`src/rtl/load_align_unit.sv`:
```
// Load align unit: word reads, byte/half/word extraction, split reads across words.
// Optional MISALIGN_TRAP_EN: reject non-naturally-aligned loads with rsp_err.
module load_align_unit #(
  parameter int ADDR_W = 6
) (
  input  logic              clk,
  input  logic              rst,
  input  logic              req_valid,
  output logic              req_ready,
  input  logic [ADDR_W+1:0] req_addr,
  input  logic [2:0]        req_funct3,
  output logic [ADDR_W-1:0] mem_adr,
  input  logic [31:0]       mem_rd,
  output logic              rsp_valid,
  input  logic              rsp_ready,
  output logic [31:0]       rsp_data,
  output logic              rsp_err
);

  typedef enum logic [1:0] {
    IDLE,
    RD0,
    RD1,
    RESP
  } state_t;

  state_t            state_q;
  logic [ADDR_W-1:0] word_q;
  logic [1:0]        off_q;
  logic [2:0]        f3_q;
  logic [31:0]       buf0_q;
  logic [ADDR_W-1:0] mem_adr_q;
  logic [31:0]       rsp_data_q;
  logic              rsp_err_q;
  logic              rsp_valid_q;

  logic [2:0]        size_c;
  logic              split_c;
  logic              req_bad_c;
  logic [31:0]       data0_d;
  logic [31:0]       data1_d;

  function automatic logic [31:0] align(
    input logic [31:0] hi,
    input logic [31:0] lo,
    input logic [1:0]  off,
    input logic [2:0]  f3
  );
    logic [63:0] cat;
    logic [31:0] raw;
    logic [31:0] res;
    cat = {hi, lo};
    raw = cat[{off, 3'b000} +: 32];
    res = raw;
    unique case (1'b1)
      f3[1:0] == 2'b00: res = {{24{raw[7] & ~f3[2]}}, raw[7:0]};
      f3[1:0] == 2'b01: res = {{16{raw[15] & ~f3[2]}}, raw[15:0]};
      default:          res = raw;
    endcase
    return res;
  endfunction

  always_comb begin
    size_c    = f3_q[1] ? 3'd4 : (f3_q[0] ? 3'd2 : 3'd1);
    split_c   = ({1'b0, off_q} + size_c) > 3'd4;
    req_bad_c = (req_funct3[1:0] == 2'b11)
              | (req_funct3[2] & req_funct3[1]);
`ifdef MISALIGN_TRAP_EN
    // Natural alignment: halfwords need even offset, words need offset 0.
    req_bad_c = req_bad_c
              | (req_funct3[0] & req_addr[0])
              | (req_funct3[1] & (req_addr[1:0] != 2'b00));
`endif
    data0_d   = align(32'h0, mem_rd, off_q, f3_q);
    data1_d   = align(mem_rd, buf0_q, off_q, f3_q);
  end

  always_ff @(posedge clk or posedge rst) begin
    if (rst) begin
      state_q     <= IDLE;
      word_q      <= '0;
      off_q       <= '0;
      f3_q        <= '0;
      buf0_q      <= '0;
      mem_adr_q   <= '0;
      rsp_data_q  <= '0;
      rsp_err_q   <= 1'b0;
      rsp_valid_q <= 1'b0;
    end else begin
      unique case (state_q)
        IDLE: begin
          if (req_valid) begin
            word_q <= req_addr[ADDR_W+1:2];
            off_q  <= req_addr[1:0];
            f3_q   <= req_funct3;
            if (req_bad_c) begin
              rsp_data_q  <= '0;
              rsp_err_q   <= 1'b1;
              rsp_valid_q <= 1'b1;
              state_q     <= RESP;
            end else begin
              mem_adr_q <= req_addr[ADDR_W+1:2];
              state_q   <= RD0;
            end
          end
        end
        RD0: begin
          buf0_q <= mem_rd;
          if (split_c) begin
            mem_adr_q <= word_q + ADDR_W'(1);
            state_q   <= RD1;
          end else begin
            rsp_data_q  <= data0_d;
            rsp_err_q   <= 1'b0;
            rsp_valid_q <= 1'b1;
            state_q     <= RESP;
          end
        end
        RD1: begin
          rsp_data_q  <= data1_d;
          rsp_err_q   <= 1'b0;
          rsp_valid_q <= 1'b1;
          state_q     <= RESP;
        end
        RESP: begin
          if (rsp_ready) begin
            rsp_valid_q <= 1'b0;
            state_q     <= IDLE;
          end
        end
        default: state_q <= IDLE;
      endcase
    end
  end

  assign req_ready = (state_q == IDLE) & ~rst;
  assign mem_adr   = mem_adr_q;
  assign rsp_valid = rsp_valid_q;
  assign rsp_data  = rsp_data_q;
  assign rsp_err   = rsp_err_q;

endmodule

```
`config.mk`:
```
export PLATFORM = sky130hd
export DESIGN_NAME = load_align_unit
export DESIGN_NICKNAME = d
export VERILOG_FILES = /design/src/rtl/load_align_unit.sv
export SDC_FILE = /design/constraint.sdc
export NUM_CORES = 1
export LEC_CHECK = 0
export BUFFER_PORTS_ARGS = -buffer_cell sky130_fd_sc_hd__clkbuf_2
export CORE_ASPECT_RATIO = 1.5
export CORE_MARGIN = 1.5
export CORE_UTILIZATION = 60
export DETAILED_ROUTE_END_ITERATION = 7
export HOLD_SLACK_MARGIN = 0.05
export PLACE_DENSITY = 0.84
export SLEW_MARGIN = 15
export SYNTH_ARGS = -nofsm -noshare
export SYNTH_HDL_FRONTEND = slang
export SYNTH_SLANG_ARGS = --single-unit
```
`constraint.sdc`:
```
create_clock -name clk -period 4.7 [get_ports clk]
set_input_delay 0.235 -clock clk [delete_from_list [all_inputs] [get_ports clk]]
set_output_delay 0.235 -clock clk [all_outputs]
set_load 0.05 [all_outputs]
```
* Yosys cells after proc, flatten, opt, wreduce, memory -nomap -nowiden *
Cells that the tools add are included.

word-level totals
  register bits = 85
  latch bits = 0
  memory bits (writable) = 0
  bits in read-only memories = 0
  output and inout bits = 41
  word-level logic and storage cells = 67
  memories = 0

cells by class
  $add $sub $neg = 2
  $mul = 0
  divide/modulo/power cells = 0
  magnitude comparators = 1
  eq/ne operators = 11
  shift-type cells = 2
  multiplexer cells = 24
  bitwise gates (word level) = 9
  reduce and logical (&&, ||, !) cells = 9

operators with widths
  kind                                                  number
  one-hot mux 32 bit (2 select lines)                   2
  variable part select 64 x 6 -> 32 bit                 2
  two-way mux 32 bit                                    3
  one-hot mux 32 bit (3 select lines)                   1
  two-way mux 6 bit                                     3
  != test 2 bit, second input constant                  6
  one-hot mux 6 bit (2 select lines)                    1
  AND reduction 4 bit                                   3
  two-way mux 2 bit                                     4
  one-hot mux 2 bit (4 select lines)                    1
  adder 6 x 1 -> 6 bit, second input constant           1
  bitwise AND 1 bit                                     6
  == test 2 bit, second input constant                  3
  two-way mux 1 bit                                     6
  == test 2 x 1 -> 1 bit, second input constant         2
  logical NOT 2 bit                                     2
  one-hot mux 1 bit (4 select lines)                    1
  AND reduction 2 bit                                   2
  adder 2 x 3 -> 3 bit                                  1
  greater-than comparator 3 bit, second input constant  1
  two-way mux 3 bit                                     1
  one-hot mux 1 bit (3 select lines)                    1
  nonzero test 3 bit                                    1
  inverter 1 bit                                        2
  2 further kinds                                       2

* Logic depth before layout (Yosys ltp) *
Gate-level depths: netlist (run 1).

  depth in word-level cells = 6
  gate-level depth with buffers = 13

* Least setup slack after synthesis (run 1) *
Ideal clock, no wire load.

  path type = flip-flop to flip-flop
  from = register off_q[1]
  to = register rsp_data_q[24], in the netlist rsp_data[24]
  data arrival time = 2.370 ns
  slack = 2.187 ns
  stages on the path, launching flop included = 13
  path buffers = 5
  cells stage by stage = dfrtp_1 -> buf_2 -> buf_2 -> buf_1 -> xnor2_1 -> ha_1 -> a2bb2oi_2 -> nand3_2 -> and2_1 -> buf_4 -> buf_4 -> nand4_1 -> o2111ai_1

between the ends
  cells in the longest elaborated chain, start to end = 5

RTL lines
  what                                         RTL line  RTL
  start, declared                              29        logic [1:0] off_q;
  start signal, assigned                       94        off_q <= req_addr[1:0];
  variable part select 64 x 6 -> 32 bit        53        raw = cat[{off, 3'b000} +: 32];
  bitwise AND 1 bit, on equally long branches  57, 56
  one-hot mux 32 bit (2 select lines)          55        unique case (1'b1)
  two-way mux 32 bit                           109       if (split_c) begin
  one-hot mux 32 bit (3 select lines)          90        unique case (state_q)
  end signal, assigned                         113       rsp_data_q <= data0_d;
  end signal, assigned                         120       rsp_data_q <= data1_d;
  end, declared                                33        logic [31:0] rsp_data_q;

Parallel ways exist; a longest one is shown, timed or not. The select of a mux whose other input is x is not followed.
A chain may end at the register's enable or synchronous reset.

* Worst setup path after layout (run 1) *
  from = register f3_q[1]
  to = register rsp_data_q[23], in the netlist rsp_data[23]

between the ends
  cells in the longest elaborated chain, start to end = 5

RTL lines
  what                                  RTL line  RTL
  start, declared                       30        logic [2:0] f3_q;
  start signal, assigned                95        f3_q <= req_funct3;
  two-way mux 3 bit                     64        size_c = f3_q[1] ? 3'd4 : (f3_q[0] ? 3'd2 : 3'd1);
  adder 2 x 3 -> 3 bit                  65        split_c = ({1'b0, off_q} + size_c) > 3'd4;
  greater-than comparator 3 bit         65
  != test 2 bit (no source line)        n/a
  AND reduction 4 bit (no source line)  n/a

Parallel ways exist; a longest one is shown, timed or not. The select of a mux whose other input is x is not followed.

==> results of run 1 <==
==> per-layer routing <==
| metal | global-route usage [%] | up-vias | wire (um) |
|---|---|---|---|
| met3 | 4.884 | 75 | 818 |
| met4 | 22.57 | 0 | 1043 |
| met1 | 35.85 | 2171 | 5220 |
| li1 | - | 2012 | - |
| met5 | 0 | - | 0 |
| met2 | 57.04 | 252 | 7469 |
==> cells by family (layout without fill, tap and decap cells) <==
logic type / count (synthesis) / in the layout / synth area share [%]
mux: 109 / 109 / 22.93
simple gates: 137 / 137 / 12.60
buf+inv: 49 / 117 / 4.891
compound gates: 118 / 118 / 15.68
fa+ha+maj: 8 / 8 / 1.927
xor+xnor: 6 / 6 / 1.012
flops: 85 / 85 / 40.95
==> cell usage in the layout (no fill, tap or decap), drive strengths merged, types with 2 or more instances in the layout <==
| cell | count |
|---|---|
| nor2 | 15 |
| and3 | 2 |
| mux4 | 3 |
| a22oi | 16 |
| mux2i | 56 |
| inv | 7 |
| ha | 8 |
| buf | 4 |
| clkbuf | 98 |
| o22ai | 5 |
| o2111ai | 16 |
| clkinv | 4 |
| o21a | 2 |
| mux2 | 50 |
| nand2 | 78 |
| nand3 | 6 |
| nor3 | 3 |
| dfrtp | 85 |
| xnor2 | 5 |
| nand4 | 16 |
| nand2b | 12 |
| clkinvlp | 2 |
| o221ai | 13 |
| o21ai | 43 |
| a21oi | 13 |
| o31ai | 2 |
==> repair_timing <==
| action | CTS | global route |
|---|---|---|
| hold endpoints to repair | 33 | 0 |
| hold buffers | 1 | 0 |
| setup endpoints to repair | 0 | 0 |
| buffers inserted | 0 | 0 |
==> critical path: cells and delay by family (launching register included) <==
kind	cells	cell delay (ps)
AND/OR/NAND/NOR	5	1690
adder cells (fa/ha/maj)	2	530
flip-flops	1	520
buffers and inverters	1	230
AO/OA/AOI/OAI	1	200
==> stage by stage <==
stage / std cells / area, um2 / hold slack, ps / setup WS [ps] / total power [mW]
6_report: 687 / 5893 / 126.1 / 1451 / 5.126
5_1_grt: 687 / 5893 / 131.7 / 1156 / 5.394
4_1_cts: 687 / 5893 / 121.3 / 1505 / 5.090
3_5_place_dp: 670 / 5582 / 318.6 / 1532 / 4.343
3_3_place_gp: 670 / 5582 / 295.9 / 1643 / 4.235
2_1_floorplan: 512 / 5194 / 385.5 / 2187 / 3.720
==> cell type report <==
class / count / area share (%)
inverter: 9 / 0.5945
clock buffer: 11 / 4.119
sequential: 85 / 36.18
multi-input combinational: 378 / 47.77
timing repair buffer: 92 / 8.068
tap: 107 / 2.272
clock inverter: 5 / 0.9979
==> state kept, by name (all words and copies together), names as in the netlist <==
name / count
rsp_err: 1
f3_q: 3
mem_adr: 6
off_q: 2
rsp_data: 32
word_q: 6
rsp_valid: 1
buf0_q: 32
state_q: 2
==> report_power, final <==
part           total (mW)  internal, mW  switching, mW  leakage [nW]
Sequential           1.39          1.07          0.320          1.06
Clock               0.729         0.427          0.301         0.142
Combinational        3.00          1.08           1.93          1.50
==> worst max-delay path by stage <==
| stage | end | start | cells after the start |
|---|---|---|---|
| after floorplan | rsp_data[24] | off_q[1] | 12 |
| after global placement | rsp_data[26] | f3_q[1] | 9 |
| after detailed placement | rsp_data[24] | f3_q[1] | 9 |
| after CTS | rsp_data[23] | f3_q[1] | 9 |
| after global routing | rsp_data[28] | f3_q[1] | 9 |
| final | rsp_data[23] | f3_q[1] | 9 |
==> metrics.md, run 1 <==
| Metric | Value |
|---|---|
| Outcome | finished, final reports clean |
| Synthesis warning total | 0 |
| Final wirelength | 14550 um |
| Multi-input combinational cell area | 2815 um2 |
| Worst EP arrival | 3520 ps |
| Synth Register Bits | 85 |
| Largest net degree at the start of global routing | 78 |
| Post-detail-place hpwl | 10110 um |
| Initial antenna violation count | 0 |
| CTS clk-pin slew, worst paths | 60 ps |
| Startpoint Class | flop |
| Maximum clock rate | 307.8 MHz |
| CTS H-Tree Depth | 3 |
| Top-count cell post-synth | dfrtp_1 |
| Worst Hold Class | input pin to flop |
| CTS resizes | 0 |
| Sequential Area | 2132 um2 |
| Area Overhead vs Synth | 13.47% |
| Tightest Pin Transition | 1109 ps |
| Worst reg2reg path startpoint | f3_q[1] |
| Post-synthesis instance area | 5194 um2 |
| Setup-failing EPs final | 0 |
| Fin nets | 630 |
| TNS Setup | 0 ps |
| EDFF count, synth | 0 |
| Crit Reg-Reg Endpoint | rsp_data[23] |
| Slew margin rel. | 25.92% |
| Filler cells | 634 |
| Cell Rows | 41 |
| Total of max-cap violations | 0 |
| Synth Flop Type | dfrtp_1 |
| GRT Overall Usage | 32.45% |
| Remaining routing DRC violations | 0 |
| Top cell type by total area after synthesis | dfrtp_1 |
| Clk_skew | 4.588 ps |
| Yosys top cell area share | 40.95% |
| Pleak | 2.704 nW |
| Mapped Cells | 512 |
| TritonCTS Buffers | 9 |
| Clock sink count | 85 |
| Worst Hold Path Cells | 2 |
| DR iter-0 viols | 497 |
| Crit-path cells | or2_1 -> clkinv_1 -> ha_1 -> ha_1 -> a2bb2oi_2 -> nand3_2 -> nand2_1 -> nand2_1 -> nand4_1 |
| ANT cells | 0 |
| Clock root buffer | clkbuf_16 |
| Die height | 117.0 um |
| Final Hold Viols | 0 |
| Post-synthesis sequential area ratio | 40.95% |
| Period minus WS final | 3249 ps |
| Reg2reg path depth | 9 |
| RSZ-0062 raised after global routing | no |
| Initial core utilization | 61.73% |
| Commonest cells in the netlist | 85 x dfrtp_1, 77 x nand2_1, 56 x mux2i_1 |
| Io pins | 88 |
| Wire per inst | 21.18 um |
| I/O Buffers | 87 |
| Crit-path slowest cell | nand2_1 |
| Syn Area/Cell | 10.14 um2 |
| DIE WIDTH | 78.97 um |
| Worst EP required | 4970 ps |
| Synth area leaders | dfrtp_1 41%, mux2_2 11%, mux2i_1 11% |
| Die area | 9235 um2 |
| Max VDD drop | 573.9 uV |
| Pre-Repair DR Iteration Count | 5 |
| Async S/R FF share, synth | 100.0% |
| Synth Net Count | 567 |
| Vias in the first global route | 4409 |
| Avg Vias per Cell | 6.565 |
| Worst Hold Endpoint | off_q[1] |
| R2R Setup Slk | 1450 ps |
| Max Slew Vio Count | 0 |
| First-pass GRT wire length | 22460 um |
| Crit Path Category | flop to flop |
| Bufs on Longest Clock Path | 2 |
| Gpl congestion | 0.9373 |
| Crit end category | flop |
| Tcrit/Tclk final | 69.12% |
| Crit Path Max Fanout | 33 |
| Floorplan Core Area | 8413 um2 |
| DRT antenna net count | 0 |
| Netlist cell types | 50 |
| GRT overflow | 0 |
| Power density cells | 869.9 nW/um2 |
| Skew-Pair Late Insertion Delay | 350 ps |
| Fin util | 70.05% |
| Worst hold start | req_addr[1] |
| Layout cells sized above 1 | 29.83% |
| Max stage delay on crit path | 850 ps |
| Vias | 4510 |
| CTS tree | yes |
(Power assumes the default switching activity.)
==> inputs of run 2 (changes only) <==
--- a/config.mk
+++ b/config.mk
@@ -5,13 +5,14 @@
 export SDC_FILE = /design/constraint.sdc
 export NUM_CORES = 1
 export LEC_CHECK = 0
+export ABC_AREA = 1
 export BUFFER_PORTS_ARGS = -buffer_cell sky130_fd_sc_hd__clkbuf_2
 export CORE_ASPECT_RATIO = 1.5
 export CORE_MARGIN = 1.5
-export CORE_UTILIZATION = 60
+export CORE_UTILIZATION = 58
 export DETAILED_ROUTE_END_ITERATION = 7
 export HOLD_SLACK_MARGIN = 0.05
-export PLACE_DENSITY = 0.84
+export PLACE_DENSITY = 0.81
 export SLEW_MARGIN = 15
 export SYNTH_ARGS = -nofsm -noshare
 export SYNTH_HDL_FRONTEND = slang
==> constraint.sdc (replaced) <==
create_clock -name clk -period 3.15 [get_ports clk]
set_input_delay 0.1575 -clock clk [delete_from_list [all_inputs] [get_ports clk]]
set_output_delay 0.1575 -clock clk [all_outputs]
set_load 0.05 [all_outputs]
==> run 2 against run 1 <==
Against the previous run:
- critical path depth up 2
- total power up 48%
- critical endpoint is now rsp_data[0]
- sequential cell count stayed put
- highest routed layer unchanged
- largest power group unchanged
==> metrics.md, run 2 <==
| Metric | Value |
|---|---|
| Power density cells | 1187 nW/um2 |
| Pleak | 3.426 nW |
| Post-synthesis sequential area ratio | 37.28% |
| Avg Vias per Cell | 5.718 |
| Area Overhead vs Synth | 11.67% |
| Commonest cells in the netlist | 373 x nand2_1, 109 x nand3_1, 85 x dfrtp_1 |
| Mapped Cells | 829 |
| Largest net degree at the start of global routing | 80 |
| Top-count cell post-synth | nand2_1 |
| Initial core utilization | 59.22% |
| Crit end category | flop |
| First-pass GRT wire length | 26250 um |
| Setup-failing EPs final | 0 |
| Final wirelength | 15910 um |
| Yosys top cell area share | 37.28% |
| Async S/R FF share, synth | 100.0% |
| Synth Register Bits | 85 |
| Crit Reg-Reg Endpoint | rsp_data[0] |
| Synth Flop Type | dfrtp_1 |
| Net Switching | 4.002 mW |
| Layout cells sized above 1 | 17.55% |
| Most frequent cells in the layout | 373 x nand2_1, 109 x nand3_1, 87 x clkbuf_2 |
| Remaining routing DRC violations | 0 |
| Worst reg2reg path startpoint | off_q[1] |
| Final Worst Setup Slack | 757.0 ps |
| Initial antenna violation count | 0 |
| DR iter-0 viols | 630 |
| Clock Power Share | 15.2% |
| CTS H-Tree Depth | 3 |
| Synth area leaders | dfrtp_1 37%, nand2_1 25%, nand3_1 9.6% |
| Commonest non-fill, non-tap cell in the layout | nand2_1 |
| DIE WIDTH | 83.98 um |
| Crit Path Category | flop to flop |
| Floorplan Core Area | 9634 um2 |
| Wire per inst | 15.85 um |
| Io pins | 88 |
| Slew margin rel. | 47.47% |
| P_int | 3.562 mW |
| Comb pwr share | 60.9% |
| Netlist cell types | 35 |
| Final Hold Viols | 0 |
| Tightest Pin Transition | 787.9 ps |
| Fin util | 66.13% |
| Startpoint Class | flop |
| R2R Setup Slk | 760 ps |
| RSZ-0062 raised after global routing | no |
| Vias | 5741 |
| EDFF count, synth | 0 |
| TritonCTS Buffers | 9 |
| Worst hold start | mem_rd[20] |
| Tot Pwr | 7.564 mW |
| DP Area | 6037 um2 |
| CTS tree | yes |
| Clock root buffer | clkbuf_16 |
| Vias in the first global route | 5618 |
| Maximum clock rate | 417.9 MHz |
| TNS Setup | 0 ps |
| DRT antenna net count | 0 |
| Final non-filler cell area | 6371 um2 |
| Register share of total power | 23.8% |
| CTS clk-pin slew, worst paths | 60 ps |
| Cell Rows | 44 |
| Post-CTS setup buffer count | 0 |
| Hold_ws | 63.80 ps |
| Gpl congestion | 0.9367 |
| Tcrit/Tclk final | 75.97% |
| Synth Net Count | 884 |
| Die area | 10450 um2 |
| Clock sink count | 85 |
| Synthesis warning total | 0 |
| Worst Hold Class | input pin to flop |
| Syn Area/Cell | 6.882 um2 |
| Clk_skew | 8.211 ps |
| Period minus WS final | 2393 ps |
| Top cell type by total area after synthesis | dfrtp_1 |
| Dpl cells | 988 |
| Post-synthesis instance area | 5705 um2 |
| Total of max-cap violations | 0 |
| GRT Overall Usage | 31.22% |
| Worst EP required | 3430 ps |
| I/O Buffers | 87 |
| ANT cells | 0 |
| Die height | 124.5 um |
| GRT overflow | 0 |
| Switching part of the total | 52.91% |
| Outcome | finished, final reports clean |
| Max Slew Vio Count | 0 |
| Reg2reg path depth | 11 |
| Skew-Pair Late Insertion Delay | 340 ps |
| Worst EP arrival | 2670 ps |
| Fin nets | 940 |
| Post-detail-place hpwl | 11160 um |
| Bufs on Longest Clock Path | 2 |
| Pre-Repair DR Iteration Count | 8 |
| Max VDD drop | 1077 uV |
| Dpl ws | 794.2 ps |
| Worst Hold Path Cells | 3 |
| Worst Hold Endpoint | buf0_q[20] |
| Post-Layout Cell Count | 1004 |
| Crit Path Max Fanout | 31 |
## run 2: cell types whose count changed after synthesis, moves of 14 or more
| cell | delta |
|---|---|
| a22oi_1 | -16 |
| buf_2 | +14 |
| inv_1 | +26 |
| mux2_2 | -45 |
| mux2i_1 | -56 |
| nand2_1 | +296 |
| nand3_1 | +105 |
| nand4_1 | -16 |
| o2111ai_1 | -15 |
| o211ai_1 | +21 |
| o21ai_0 | +23 |
## run 2: worst max path at each step
stage	cells past startpoint	from	slack, ps	end
after floorplan	1	rst	800	buf0_q[0]
after global placement	11	off_q[1]	900	rsp_data[4]
after detailed placement	11	off_q[1]	790	rsp_data[0]
after CTS	11	off_q[1]	770	rsp_data[0]
after global routing	11	off_q[1]	590	rsp_data[6]
final	11	off_q[1]	760	rsp_data[0]
## run 2: critical path, stage by stage, from the launching register on
cell and delay [ps]:
dfrtp_1 410, inv_4 270, xor2_1 210, ha_1 250, nor2_1 100, a21oi_1 60
nand3_2 130, nand3_4 90, nor2_4 370, buf_4 270, nand2_1 70, nand2_1 80
## run 2: cells by family (layout without fill, tap and decap cells)
kind of cell	Yosys count	count (layout)	synth area share [%]
fa+ha+maj	8	8	1.754
simple gates	527	527	39.76
mux	5	5	0.9868
flops	85	85	37.28
xor+xnor	5	5	0.7675
compound gates	106	106	10.64
buf+inv	93	153	8.816
## run 2: cell type report
cell class	count	area [um2]
fill	820	3263
multi-input combinational	651	3078
sequential	85	2128
timing repair buffer	102	550.5
clock buffer	10	239.0
inverter	36	146.4
tap	115	143.9
clock inverter	5	85.08
## run 2: power by group through the flow
stage               Clock (mW)  Sequential [mW]  Combinational, mW
global route              1.20             1.86               5.10
detailed placement           0             1.82               4.55
floorplan                    0             2.14               3.33
finish                    1.15             1.80               4.61
global placement             0             1.80               4.46
CTS                       1.16             1.80               4.58
## run 2: repair_timing
item / CTS / global route
gates resized for setup: 0 / 0
hold endpoints to repair: 26 / 0
hold buffers: 1 / 0
## run 2: layer usage
layer / track usage [%] / vias to the layer above / part of all wire (%)
li1: - / 2781 / -
met1: 36.69 / 2668 / 39
met2: 53.04 / 239 / 50
met3: 4.109 / 53 / 4.8
met4: 20.15 / 0 / 6.2
met5: 0 / - / 0
==> inputs of run 3 (changes only) <==
--- a/config.mk
+++ b/config.mk
@@ -5,14 +5,14 @@
 export SDC_FILE = /design/constraint.sdc
 export NUM_CORES = 1
 export LEC_CHECK = 0
-export ABC_AREA = 1
+export ABC_AREA = 0
 export BUFFER_PORTS_ARGS = -buffer_cell sky130_fd_sc_hd__clkbuf_2
 export CORE_ASPECT_RATIO = 1.5
 export CORE_MARGIN = 1.5
-export CORE_UTILIZATION = 58
+export CORE_UTILIZATION = 51
 export DETAILED_ROUTE_END_ITERATION = 7
 export HOLD_SLACK_MARGIN = 0.05
-export PLACE_DENSITY = 0.81
+export PLACE_DENSITY = 0.76
 export SLEW_MARGIN = 15
 export SYNTH_ARGS = -nofsm -noshare
 export SYNTH_HDL_FRONTEND = slang
==> constraint.sdc (replaced) <==
create_clock -name clk -period 2.09 [get_ports clk]
set_input_delay 0.1045 -clock clk [delete_from_list [all_inputs] [get_ports clk]]
set_output_delay 0.1045 -clock clk [all_outputs]
set_load 0.05 [all_outputs]
==> run 3 against run 2 <==
Against the previous run:
- the flow now finishes with violations (design-rule violations, negative setup slack)
- via count is 16% lower
- sequential share of layout area is 2.2 points lower
- largest power group unchanged
- largest cell class unchanged
- sequential power is 69% higher
- hold slack worse by 15 ps
- clock-buffer cell count stayed put
- first-iteration DRC count is 27% lower
- clock power is 70% higher
- critical path type unchanged
- cell area is 7.3% higher
==> metrics.md, run 3 (same netlist as run 1, synthesis figures left out) <==
| Metric | Value |
|---|---|
| Failing checks | design-rule violations, negative setup slack |
| Worst EP required | 2300 ps |
| Cell Rows | 44 |
| Commonest non-fill, non-tap cell in the layout | clkbuf_2 |
| Crit end category | flop |
| Crit Path Category | flop to flop |
| Final Worst Setup Slack | -60.33 ps |
| Most frequent cells in the layout | 87 x clkbuf_2, 82 x dfrtp_1, 76 x nand2_1 |
| Clk_skew | 3.791 ps |
| Pleak | 3.122 nW |
| Setup-failing EPs final | 14 |
| Gpl congestion | 0.9070 |
| Total of max-cap violations | 0 |
| Avg Vias per Cell | 6.308 |
| Fin nets | 697 |
| Worst Hold Class | input pin to flop |
| CTS tree | yes |
| Vias | 4807 |
| Crit-path cells | or2_4 -> clkinv_4 -> ha_4 -> ha_4 -> a2bb2oi_4 -> nand3_4 -> and2_4 -> buf_12 -> nand4_1 -> o2111ai_1 |
| P_int | 7.258 mW |
| TritonCTS Buffers | 9 |
| Startpoint Class | flop |
| DRT antenna net count | 0 |
| GRT Overall Usage | 29.69% |
| Net Switching | 6.267 mW |
| RSZ-0062 raised after global routing | yes |
| Die area | 10810 um2 |
| Top Family by Delay on Critical Path | simple AND/OR/NAND/NOR gates |
| Area Overhead vs Synth | 31.66% |
| Switching part of the total | 46.34% |
| GRT overflow | 0 |
| Max VDD drop | 1373 uV |
| Worst Hold Path Cells | 2 |
| Tcrit/Tclk final | 102.9% |
| Remaining routing DRC violations | 7 |
| Tightest Pin Transition | 542.0 ps |
| Clock Power Share | 14.5% |
| Pre-Repair DR Iteration Count | 7 |
| Clock root buffer | clkbuf_16 |
| CP dominant cell by count | ha_4 |
| Skew-Pair Late Insertion Delay | 350 ps |
| Bufs and invs on worst path | 2 |
| Period minus WS final | 2150 ps |
| Vias in the first global route | 4823 |
| Fin util | 69.78% |
| Register share of total power | 22.6% |
| Die height | 126.6 um |
| Io pins | 88 |
| CTS clk-pin slew, worst paths | 60 ps |
| Maximum clock rate | 465.0 MHz |
| Hold_ws | 49.25 ps |
| Crit path depth | 10 |
| Power density cells | 1978 nW/um2 |
| I/O Buffers | 87 |
| Sequential Area | 2133 um2 |
| Final Hold Viols | 0 |
| ANT cells | 0 |
| Max stage delay on crit path | 420 ps |
| DIE WIDTH | 85.40 um |
| TNS Setup | -375.6 ps |
| Comb pwr share | 62.9% |
| First-pass GRT wire length | 24630 um |
| Largest net degree at the start of global routing | 86 |
| Initial core utilization | 53.00% |
| Filler cells | 720 |
| Reg2reg path depth | 10 |
| Floorplan Core Area | 9799 um2 |
| Layout cells sized above 1 | 35.55% |
| Crit Path Max Fanout | 6 |
| Final wirelength | 16070 um |
| Worst EP arrival | 2360 ps |
| Max Slew Vio Count | 0 |
| Tot Pwr | 13.52 mW |
| Clock sink count | 85 |
| DR iter-0 viols | 459 |
| CTS H-Tree Depth | 3 |
| Wire per inst | 21.09 um |
| Outcome | finished, violations left |
| Slew margin rel. | 63.87% |
| Bufs on Longest Clock Path | 2 |
| Multi-input combinational cell area | 2999 um2 |
| Crit-path slowest cell | dfrtp_1 |
| Post-detail-place hpwl | 10580 um |
| Initial antenna violation count | 0 |
-- run 3: layer usage --
metal,share of wire (%),GRT usage (%),vias to the layer above
met2,52,50.75,230
met4,6.4,19.45,0
met5,0,0,-
met1,36,33.81,2348
met3,5.4,5.075,71
li1,-,-,2158
-- run 3: through the flow --
stage	instance area (um2)	setup slack, ps	std cells
6_report	6838	-60.33	762
5_1_grt	6838	-142.9	762
4_1_cts	6683	3.176	757
3_5_place_dp	5948	-49.83	709
3_3_place_gp	5948	24.13	709
2_1_floorplan	5304	-108.7	512
-- run 3: final cells by class --
type / count / share of cell area (%)
multi-input combinational: 380 / 43.86
inverter: 9 / 0.6770
sequential: 85 / 31.20
tap: 115 / 2.104
clock buffer: 10 / 3.349
timing repair buffer: 157 / 16.85
clock inverter: 6 / 1.958
-- run 3: power groups by stage --
stage	clock, mW	sequential [mW]	combinational [mW]
6_report	1.96	3.05	8.51
5_1_grt	2.05	3.14	8.99
4_1_cts	1.97	3.02	7.94
3_5_place_dp	0	3.05	7.58
3_3_place_gp	0	3.00	7.41
2_1_floorplan	0	3.78	4.87
-- run 3: repair_timing --
action | in CTS | in global routing
hold endpoints to repair | 114 | 0
pin swaps | 2 | 9
endpoints found under the setup margin | 16 | 39
setup buffers | 0 | 4
hold buffers | 30 | 0
gates cloned | 2 | 1
resized for setup | 7 | 17
-- run 3: worst paths after layout --
| check | start | endpoint | slack (ps) |
|---|---|---|---|
| min in group asynchronous | rst | f3_q[2] | 450 |
| max in group asynchronous | rst | off_q[0] | 1300 |
| worst min-delay path | mem_rd[6] | buf0_q[6] | 50 |
| worst min register to register | rsp_valid | rsp_valid | 470 |
| worst max-delay path | f3_q[1] | rsp_data[27] | -60 |
| worst max register to register | f3_q[1] | rsp_data[27] | -60 |
